--- src/rtl/key_debounce_repeat.sv ---
// Key conditioner: per-key 2-flop sync, debounce FSM, hold-to-auto-repeat.
// Ports: CLOCK, RESET(async low), KEY_IN(active-low raw), KEY_PULSE/LEVEL/LONG.
module key_debounce_repeat #(
  parameter int NKEYS        = 3,
  parameter int DEBOUNCE_CYC = 500000,
  parameter int HOLD_CYC     = 50000000,
  parameter int REPEAT_CYC   = 10000000,
  parameter int CNT_W        = 26
) (
  input  logic             CLOCK,
  input  logic             RESET,
  input  logic [NKEYS-1:0] KEY_IN,
  output logic [NKEYS-1:0] KEY_PULSE,
  output logic [NKEYS-1:0] KEY_LEVEL,
  output logic [NKEYS-1:0] KEY_LONG
);

  typedef enum logic [2:0] {
    IDLE, DB_PRS, PRESSED, REPEAT, DB_REL
  } state_t;

  localparam logic [CNT_W-1:0] DB_LAST  = CNT_W'(DEBOUNCE_CYC - 1);
  localparam logic [CNT_W-1:0] HLD_LAST = CNT_W'(HOLD_CYC - 1);
  localparam logic [CNT_W-1:0] REP_LAST = CNT_W'(REPEAT_CYC - 1);
  localparam logic [CNT_W-1:0] ONE      = CNT_W'(1);

  for (genvar k = 0; k < NKEYS; k++) begin : g_key
    state_t           st;
    logic [CNT_W-1:0] cnt;
    logic             s1, s2;
    logic             pulse_q, level_q, long_q;
    logic             p;

    assign p = ~s2;
    assign KEY_PULSE[k] = pulse_q;
    assign KEY_LEVEL[k] = level_q;
    assign KEY_LONG[k]  = long_q;

    always_ff @(posedge CLOCK or negedge RESET) begin
      if (!RESET) begin
        st      <= IDLE;
        cnt     <= '0;
        s1      <= 1'b1;
        s2      <= 1'b1;
        pulse_q <= 1'b0;
        level_q <= 1'b0;
        long_q  <= 1'b0;
      end else begin
        s1      <= KEY_IN[k];
        s2      <= s1;
        pulse_q <= 1'b0;
        unique case (st)
          IDLE: begin
            if (p) begin
              st  <= DB_PRS;
              cnt <= '0;
            end
          end
          DB_PRS: begin
            if (!p) begin
              st  <= IDLE;
              cnt <= '0;
            end else if (cnt == DB_LAST) begin
              st      <= PRESSED;
              cnt     <= '0;
              pulse_q <= 1'b1;
              level_q <= 1'b1;
            end else begin
              cnt <= cnt + ONE;
            end
          end
          PRESSED: begin
            if (!p) begin
              st  <= DB_REL;
              cnt <= '0;
            end else if (cnt == HLD_LAST) begin
              st      <= REPEAT;
              cnt     <= '0;
              pulse_q <= 1'b1;
              long_q  <= 1'b1;
            end else begin
              cnt <= cnt + ONE;
            end
          end
          REPEAT: begin
            if (!p) begin
              st     <= DB_REL;
              cnt    <= '0;
              long_q <= 1'b0;
            end else if (cnt == REP_LAST) begin
              cnt     <= '0;
              pulse_q <= 1'b1;
            end else begin
              cnt <= cnt + ONE;
            end
          end
          DB_REL: begin
            // a bounce on release re-arms the hold timer without a pulse
            if (p) begin
              st  <= PRESSED;
              cnt <= '0;
            end else if (cnt == DB_LAST) begin
              st      <= IDLE;
              cnt     <= '0;
              level_q <= 1'b0;
            end else begin
              cnt <= cnt + ONE;
            end
          end
          default: begin
            st      <= IDLE;
            cnt     <= '0;
            level_q <= 1'b0;
            long_q  <= 1'b0;
          end
        endcase
      end
    end
  end

endmodule
--- config.mk ---
export PLATFORM = sky130hd
export DESIGN_NAME = key_debounce_repeat
export DESIGN_NICKNAME = d
export VERILOG_FILES = /design/src/rtl/key_debounce_repeat.sv
export SDC_FILE = /design/constraint.sdc
export NUM_CORES = 1
export LEC_CHECK = 0
export BUFFER_PORTS_ARGS = -buffer_cell sky130_fd_sc_hd__buf_2
export CAP_MARGIN = 20
export CORE_MARGIN = 2
export CORE_UTILIZATION = 35
export CTS_BUF_LIST = sky130_fd_sc_hd__clkbuf_2 sky130_fd_sc_hd__clkbuf_4 sky130_fd_sc_hd__clkbuf_8
export DETAILED_ROUTE_END_ITERATION = 10
export SLEW_MARGIN = 20
export SYNTH_ARGS = -nofsm -noshare
export SYNTH_HDL_FRONTEND = slang
export SYNTH_SLANG_ARGS = --single-unit
--- constraint.sdc ---
create_clock -name CLOCK -period 4.35 [get_ports CLOCK]
set_input_delay 0.87 -clock CLOCK [delete_from_list [all_inputs] [get_ports CLOCK]]
set_output_delay 0.87 -clock CLOCK [all_outputs]
set_load 0.02 [all_outputs]
==> qor.csv, run 1 <==
metric,value,unit
status,"finished, final reports clean",
Initial Util,35.8,%
Crit Path Max Fanout,20,
synth warn,0,
Final Max Slew Viols,0,
GP Congestion,0.848,
CTS Sinks,102,
GRT Overall Usage,16.4,%
design area,0.00657,sq mm
Worst-Margin Slew,0.868,ns
cell row count,48,
layout cells sized above 1,8.50,%
Final period util,61.2,%
vias per std cell,5.71,
drt pass-1 iters,5,
number of remaining DRC errors,0,
Congestion Overflow GR,0,
max_cap viols,0,
crit-path cells,ha_1 > nand4_1 > nor2_1 > a32o_1 > o21ai_2 > buf_4 > a21oi_1 > mux2i_1,
Tmin final,2.66,ns
Setup crit start kind,flop,
die area,0.0189,sq mm
largest net degree at the start of global routing,66,
Critical Path RT,4.63,ns
Comb pwr share,7.4,%
"CTS clk-pin slew, worst paths",0.11,ns
I/O Pins,14,
Leakage,2.46,nW
Cell Int Power,1.23,mW
clk buf depth,2,
CTS Root Buffer Type,clkbuf_8,
crit path capture type,flop,
Die Y,137,microns
"Seq/Total Area, Yosys",41.2,%
DR iter-0 viols,409,
Power Density,261,mW/mm^2
Max-slew headroom,42.2,%
Synth area leaders,"dfrtp_1 39%, nand3_1 4.8%, a21oi_1 4.7%",
CP startpoint,g_key[0].cnt[0]$_DFFE_PN0P_,
WP buf/inv,1,
total core area,0.0174,sq mm
worst min-delay path category,flop to flop,
post-CTS setup buffers,0,
data arrival time of the critical path,2.94,ns
Worst path max stage delay,0.68,ns
Yosys reg bits,102,
setup TNS,0,ns
fin nets,732,
R2R Path End,g_key[0].cnt[6]$_DFFE_PN0P_,
HPWL after detailed placement,9930,microns
vias in the first global route,5093,
CTS tree,yes,
clk_lat worst skew,0.39,ns
Mapped Cells,742,
R2R Setup Slk,1.69,ns
DRT antenna net count,0,
FF-to-FF path depth,8,
"Distinct cells, synth",67,
total wire length,14700,microns
initial antenna violation count,0,
part of the power in registers,58.2,%
# resized after CTS,0,
Port Buffers,13,
syn_nets,750,
# diodes,0,
first-pass GRT wire length,25100,microns
number of CTS-inserted buffers,9,
origin of the critical flop-to-flop path,g_key[0].cnt[0]$_DFFE_PN0P_,
Worst Skew,0.0125,ns
placed cell areas,0.00638,sq mm
WS Path Type,flop to flop,
worst hold endpoint,g_key[1].s2$_DFF_PN1_,
CTS H-tree lvls,3,
most frequent cell after synthesis,dfrtp_1,
Async SR Flop Fraction,100,%
Most used DFF post-synth,dfrtp_1,
WL/cell,15.4,microns
Crit-path slowest cell,nor2_1,
hold_buf cts,0,
Clk pwr share,34.5,%
final setup fails,0,
mapped cell area,0.00622,sq mm
Top delay family on crit path,simple AND/OR/NAND/NOR gates,
post-synth top area share,38.6,%
HP Start,g_key[1].s1$_DFF_PN1_,
peak supply drop,0.000160,V
Syn-to-layout area delta,5.55,%
Post-synth EDFFs,0,
Vias,5447,
Hold Crit Depth,0,
RSZ-0062 raised after global routing,no,
Max Clk Rate,376,MHz
Psw,0.486,mW
syn avg cell area,8.38,sq um
Synth area leader,dfrtp_1,
final hold violation count,0,
"top cells by count, synth","96 x dfrtp_1, 69 x nand2_1, 60 x nand3_1",
Die Width,137,microns
Net Sw Frac,28.4,%
registers in the layout, summed over array words and instances, names as in the netlist:
signal	flops
g_key.cnt	78
g_key.level_q	3
g_key.long_q	3
g_key.pulse_q	3
g_key.s1	3
g_key.s2	3
g_key.st	9
how the worst max path moves through the flow:
| stage | to | slack, ns | cells after the start |
|---|---|---|---|
| after floorplan | g_key[1].cnt[24]$_DFFE_PN0P_ | 2.20 | 7 |
| after global placement | g_key[0].cnt[6]$_DFFE_PN0P_ | 1.75 | 8 |
| after detailed placement | g_key[0].cnt[9]$_DFFE_PN0P_ | 1.72 | 7 |
| after CTS | g_key[0].cnt[9]$_DFFE_PN0P_ | 1.69 | 7 |
| after global routing | g_key[0].cnt[6]$_DFFE_PN0P_ | 1.43 | 8 |
| final | g_key[0].cnt[6]$_DFFE_PN0P_ | 1.69 | 8 |
per-stage QoR:
stage	setup WS (ns)	hold WS, ns	total power [mW]	instances	utilization (%)
after global placement	1.75	0.346	1.14	938	36.8
after floorplan	2.20	0.345	1.10	742	-
after global routing	1.43	0.369	1.80	954	37.8
after detailed placement	1.72	0.347	1.14	938	36.8
final	1.69	0.362	1.71	954	37.8
after CTS	1.69	0.364	1.74	954	37.8
worst reg2reg max path, stage by stage (launching register included):
cell     delay [ns]
dfrtp_1        0.40
ha_1           0.23
nand4_1        0.22
nor2_1         0.68
a32o_1         0.32
o21ai_2        0.18
buf_4          0.26
a21oi_1        0.17
mux2i_1        0.09
cells by family (layout without fill, tap and decap cells):
group / after synthesis / count (layout) / share of synthesized area (%)
xor+xnor: 6 / 6 / 0.845
mux: 11 / 11 / 1.79
buf+inv: 79 / 66 / 5.75
fa+ha+maj: 3 / 3 / 0.604
compound gates: 178 / 178 / 17.0
simple gates: 363 / 363 / 32.9
flops: 102 / 102 / 41.2
cell type report:
class / instances / area [sq um]
inverter: 31 / 116
clock inverter: 7 / 56.3
tap: 225 / 282
sequential: 102 / 2560
multi-input combinational: 561 / 3310
timing repair buffer: 19 / 113
fill: 1752 / 10800
clock buffer: 9 / 124
power groups by stage:
stage               clock, mW  combinational (mW)  sequential (mW)
finish                  0.591               0.126            0.997
floorplan                   0              0.0921             1.00
detailed placement          0               0.128             1.02
global placement            0               0.127             1.01
global route            0.651               0.144             1.00
CTS                     0.619               0.129            0.997
cell usage in the layout, fill, tap and decap left out, types with 4 or more instances in the layout:
master,instances
clkbuf_8,9
o22ai_1,5
buf_4,7
inv_1,31
or3_1,26
clkinvlp_4,4
and4_1,10
a31oi_1,4
nor3_1,27
and3_1,13
o32ai_1,4
o21ai_1,14
nand3_1,60
nand2_1,69
nor4b_1,5
dfrtp_1,96
nand4_1,27
a21oi_1,58
a22o_1,7
nor2_1,49
mux2i_1,10
dfstp_2,6
nor2b_1,4
a21o_1,10
nor4bb_1,6
nor3b_1,5
nand2b_1,5
nor4_1,20
and2_1,5
buf_2,12
o21ai_0,56
routing by layer:
layer / global-route usage, % / vias up / wire length [microns]
met3: 2.91 / 20 / 433
met5: 0 / - / 0
li1: - / 2705 / -
met1: 23.0 / 2644 / 7320
met4: 5.67 / 0 / 224
met2: 25.5 / 78 / 6710
No activity file was read; power rests on OpenSTA's default activity.
==> inputs of run 2 (changes only) <==
--- a/config.mk
+++ b/config.mk
@@ -5,6 +5,7 @@
 export SDC_FILE = /design/constraint.sdc
 export NUM_CORES = 1
 export LEC_CHECK = 0
+export ABC_AREA = 1
 export BUFFER_PORTS_ARGS = -buffer_cell sky130_fd_sc_hd__buf_2
 export CAP_MARGIN = 20
 export CORE_MARGIN = 2
==> constraint.sdc (replaced) <==
create_clock -name CLOCK -period 2.52 [get_ports CLOCK]
set_input_delay 0.504 -clock CLOCK [delete_from_list [all_inputs] [get_ports CLOCK]]
set_output_delay 0.504 -clock CLOCK [all_outputs]
set_load 0.02 [all_outputs]
==> qor.csv, run 2 <==
metric,value,unit
setup TNS,0,ns
Port Buffers,13,
Tmin final,2.23,ns
synth warn,0,
max FFs per register,78,
"commonest non-fill, non-tap cell in the layout",nand2_1,
worst slack at placement,0.305,ns
total wire length,21400,microns
GP Congestion,0.919,
"Distinct cells, synth",39,
number of remaining DRC errors,0,
total power,4.78,mW
max_cap viols,0,
Syn-to-layout area delta,6.07,%
post-synth top area share,29.2,%
vias per std cell,4.87,
Max-slew headroom,55.3,%
initial antenna violation count,0,
total core area,0.0233,sq mm
Comb pwr share,37.1,%
biggest regs,"g_key.cnt (78), g_key.st (9)",
most frequent cell after synthesis,nand2_1,
DR iter-0 viols,534,
Post-synth EDFFs,0,
Setup crit start kind,flop,
final setup fails,0,
I/O Pins,14,
placed cell areas,0.00853,sq mm
crit path capture type,flop,
cell row count,56,
Crit Path Max Fanout,20,
clk buf depth,2,
worst min-delay path category,input pin to asynchronous set/reset pin,
Global Route met1 Usage,25.5,%
Congestion Overflow GR,0,
Critical Path RT,2.82,ns
most frequent cells in the layout,"425 x nand2_1, 212 x nor2_1, 152 x inv_1",
HPWL after detailed placement,16100,microns
layout cells sized above 1,12.0,%
Synth area leaders,"dfrtp_1 29%, nand2_1 19%, nor2_1 9.7%",
gr busiest metal,met2,
Vias,8092,
Psw,2.17,mW
CTS tree,yes,
first-pass GRT wire length,37000,microns
largest net degree at the start of global routing,56,
syn_nets,1343,
CTS Sinks,102,
"top cells by count, synth","425 x nand2_1, 212 x nor2_1, 152 x inv_1",
CTS Root Buffer Type,clkbuf_8,
Clk pwr share,23.7,%
RSZ-0062 raised after global routing,no,
Yosys reg bits,102,
Die Width,157,microns
data arrival time of the critical path,2.53,ns
fin nets,1344,
Most used DFF post-synth,dfrtp_1,
Leakage,4.10,nW
Max Clk Rate,449,MHz
Initial Util,35.4,%
part of the power in registers,39.3,%
Non-Filler Instances,1660,
Net Sw Frac,45.4,%
placed cells,1644,
Worst-Margin Slew,0.668,ns
Die Y,157,microns
GRT Overall Usage,18.3,%
Final Max Slew Viols,0,
drt pass-1 iters,5,
met3 GRT Util,2.73,%
mapped cell area,0.00824,sq mm
vias in the first global route,7572,
number of CTS-inserted buffers,9,
"CTS clk-pin slew, worst paths",0.11,ns
Worst Skew,0.0178,ns
DRT antenna net count,0,
"Seq/Total Area, Yosys",31.1,%
final hold violation count,0,
Cell Int Power,2.61,mW
design area,0.00874,sq mm
Async SR Flop Fraction,100,%
# diodes,0,
die area,0.0248,sq mm
WS Path Type,flop to flop,
# resized after CTS,0,
hold_buf cts,0,
WL/cell,12.9,microns
setup slack after layout,0.291,ns
status,"finished, final reports clean",
clk_lat worst skew,0.41,ns
post-CTS setup buffers,0,
Synth area leader,dfrtp_1,
peak supply drop,0.000416,V
Reg with most FFs,g_key.cnt,
Final period util,88.4,%
CTS H-tree lvls,3,
syn avg cell area,6.17,sq um
met2 global-route usage,29.2,%
Mapped Cells,1335,
Power Density,547,mW/mm^2
## run 2: cell types whose count changed in the layout (fill, tap and decap cells not counted), sizes merged, moves of 20 or more
| cell | before | now |
|---|---|---|
| nor4 | 24 | 4 |
| nand3 | 61 | 84 |
| a21oi | 58 | 21 |
| inv | 34 | 171 |
| or3 | 26 | 0 |
| nand2 | 69 | 493 |
| nor2 | 49 | 235 |
## run 2: metal layers
layer / vias up / share of wire (%)
met5: - / 0
met4: 0 / 2.1
met3: 32 / 4.3
met2: 189 / 45
met1: 3696 / 49
li1: 4175 / -
## run 2: area by class of cell
cell class,count,area (sq um)
clock inverter,7,86.3
clock buffer,9,124
timing repair buffer,26,178
tap,319,399
multi-input combinational,1025,4740
sequential,102,2560
inverter,172,653
fill,2571,14500
## run 2: through the flow
stage | hold slack [ns] | util (%)
floorplan | 0.208 | -
global placement | 0.346 | 36.7
detailed placement | 0.347 | 36.7
CTS | 0.00132 | 37.6
global route | 0.00397 | 37.6
finish | 0.0113 | 37.6
## run 2: power by group through the flow
stage / Combinational (mW) / Sequential [mW] / Clock [mW]
floorplan: 1.41 / 1.88 / 0
global placement: 1.78 / 1.91 / 0
detailed placement: 1.78 / 1.91 / 0
CTS: 1.78 / 1.88 / 1.18
global route: 1.98 / 1.90 / 1.25
finish: 1.77 / 1.88 / 1.13
## run 2: cells by family after synthesis
family | synth area share, %
simple gates | 47.7
xor+xnor | 2.66
fa+ha+maj | 0.456
compound gates | 6.70
buf+inv | 11.4
flops | 31.1
## run 2: worst paths after layout
check,startpoint,to,slack (ns),cells past startpoint
max reg2reg,g_key[2].cnt[1]$_DFFE_PN0P_,g_key[2].cnt[1]$_DFFE_PN0P_,0.29,10
max in group asynchronous,RESET,g_key[0].s1$_DFF_PN1_,1.82,2
min reg2reg,g_key[0].s1$_DFF_PN1_,g_key[0].s2$_DFF_PN1_,0.36,0
max,g_key[2].cnt[1]$_DFFE_PN0P_,g_key[2].cnt[1]$_DFFE_PN0P_,0.29,10
min,RESET,g_key[2].cnt[22]$_DFFE_PN0P_,0.01,1
min in group CLOCK,KEY_IN[0],g_key[0].s1$_DFF_PN1_,0.17,1
## run 2: worst max-delay path, stage by stage, from the launching register on
cell     delay [ns]
dfrtp_1        0.40
ha_1           0.27
nand2_2        0.14
nor2_4         0.17
nand3_2        0.10
nor2_2         0.22
nor2_2         0.07
a21oi_2        0.11
nand2_2        0.40
nand2_2        0.18
nand2_2        0.06
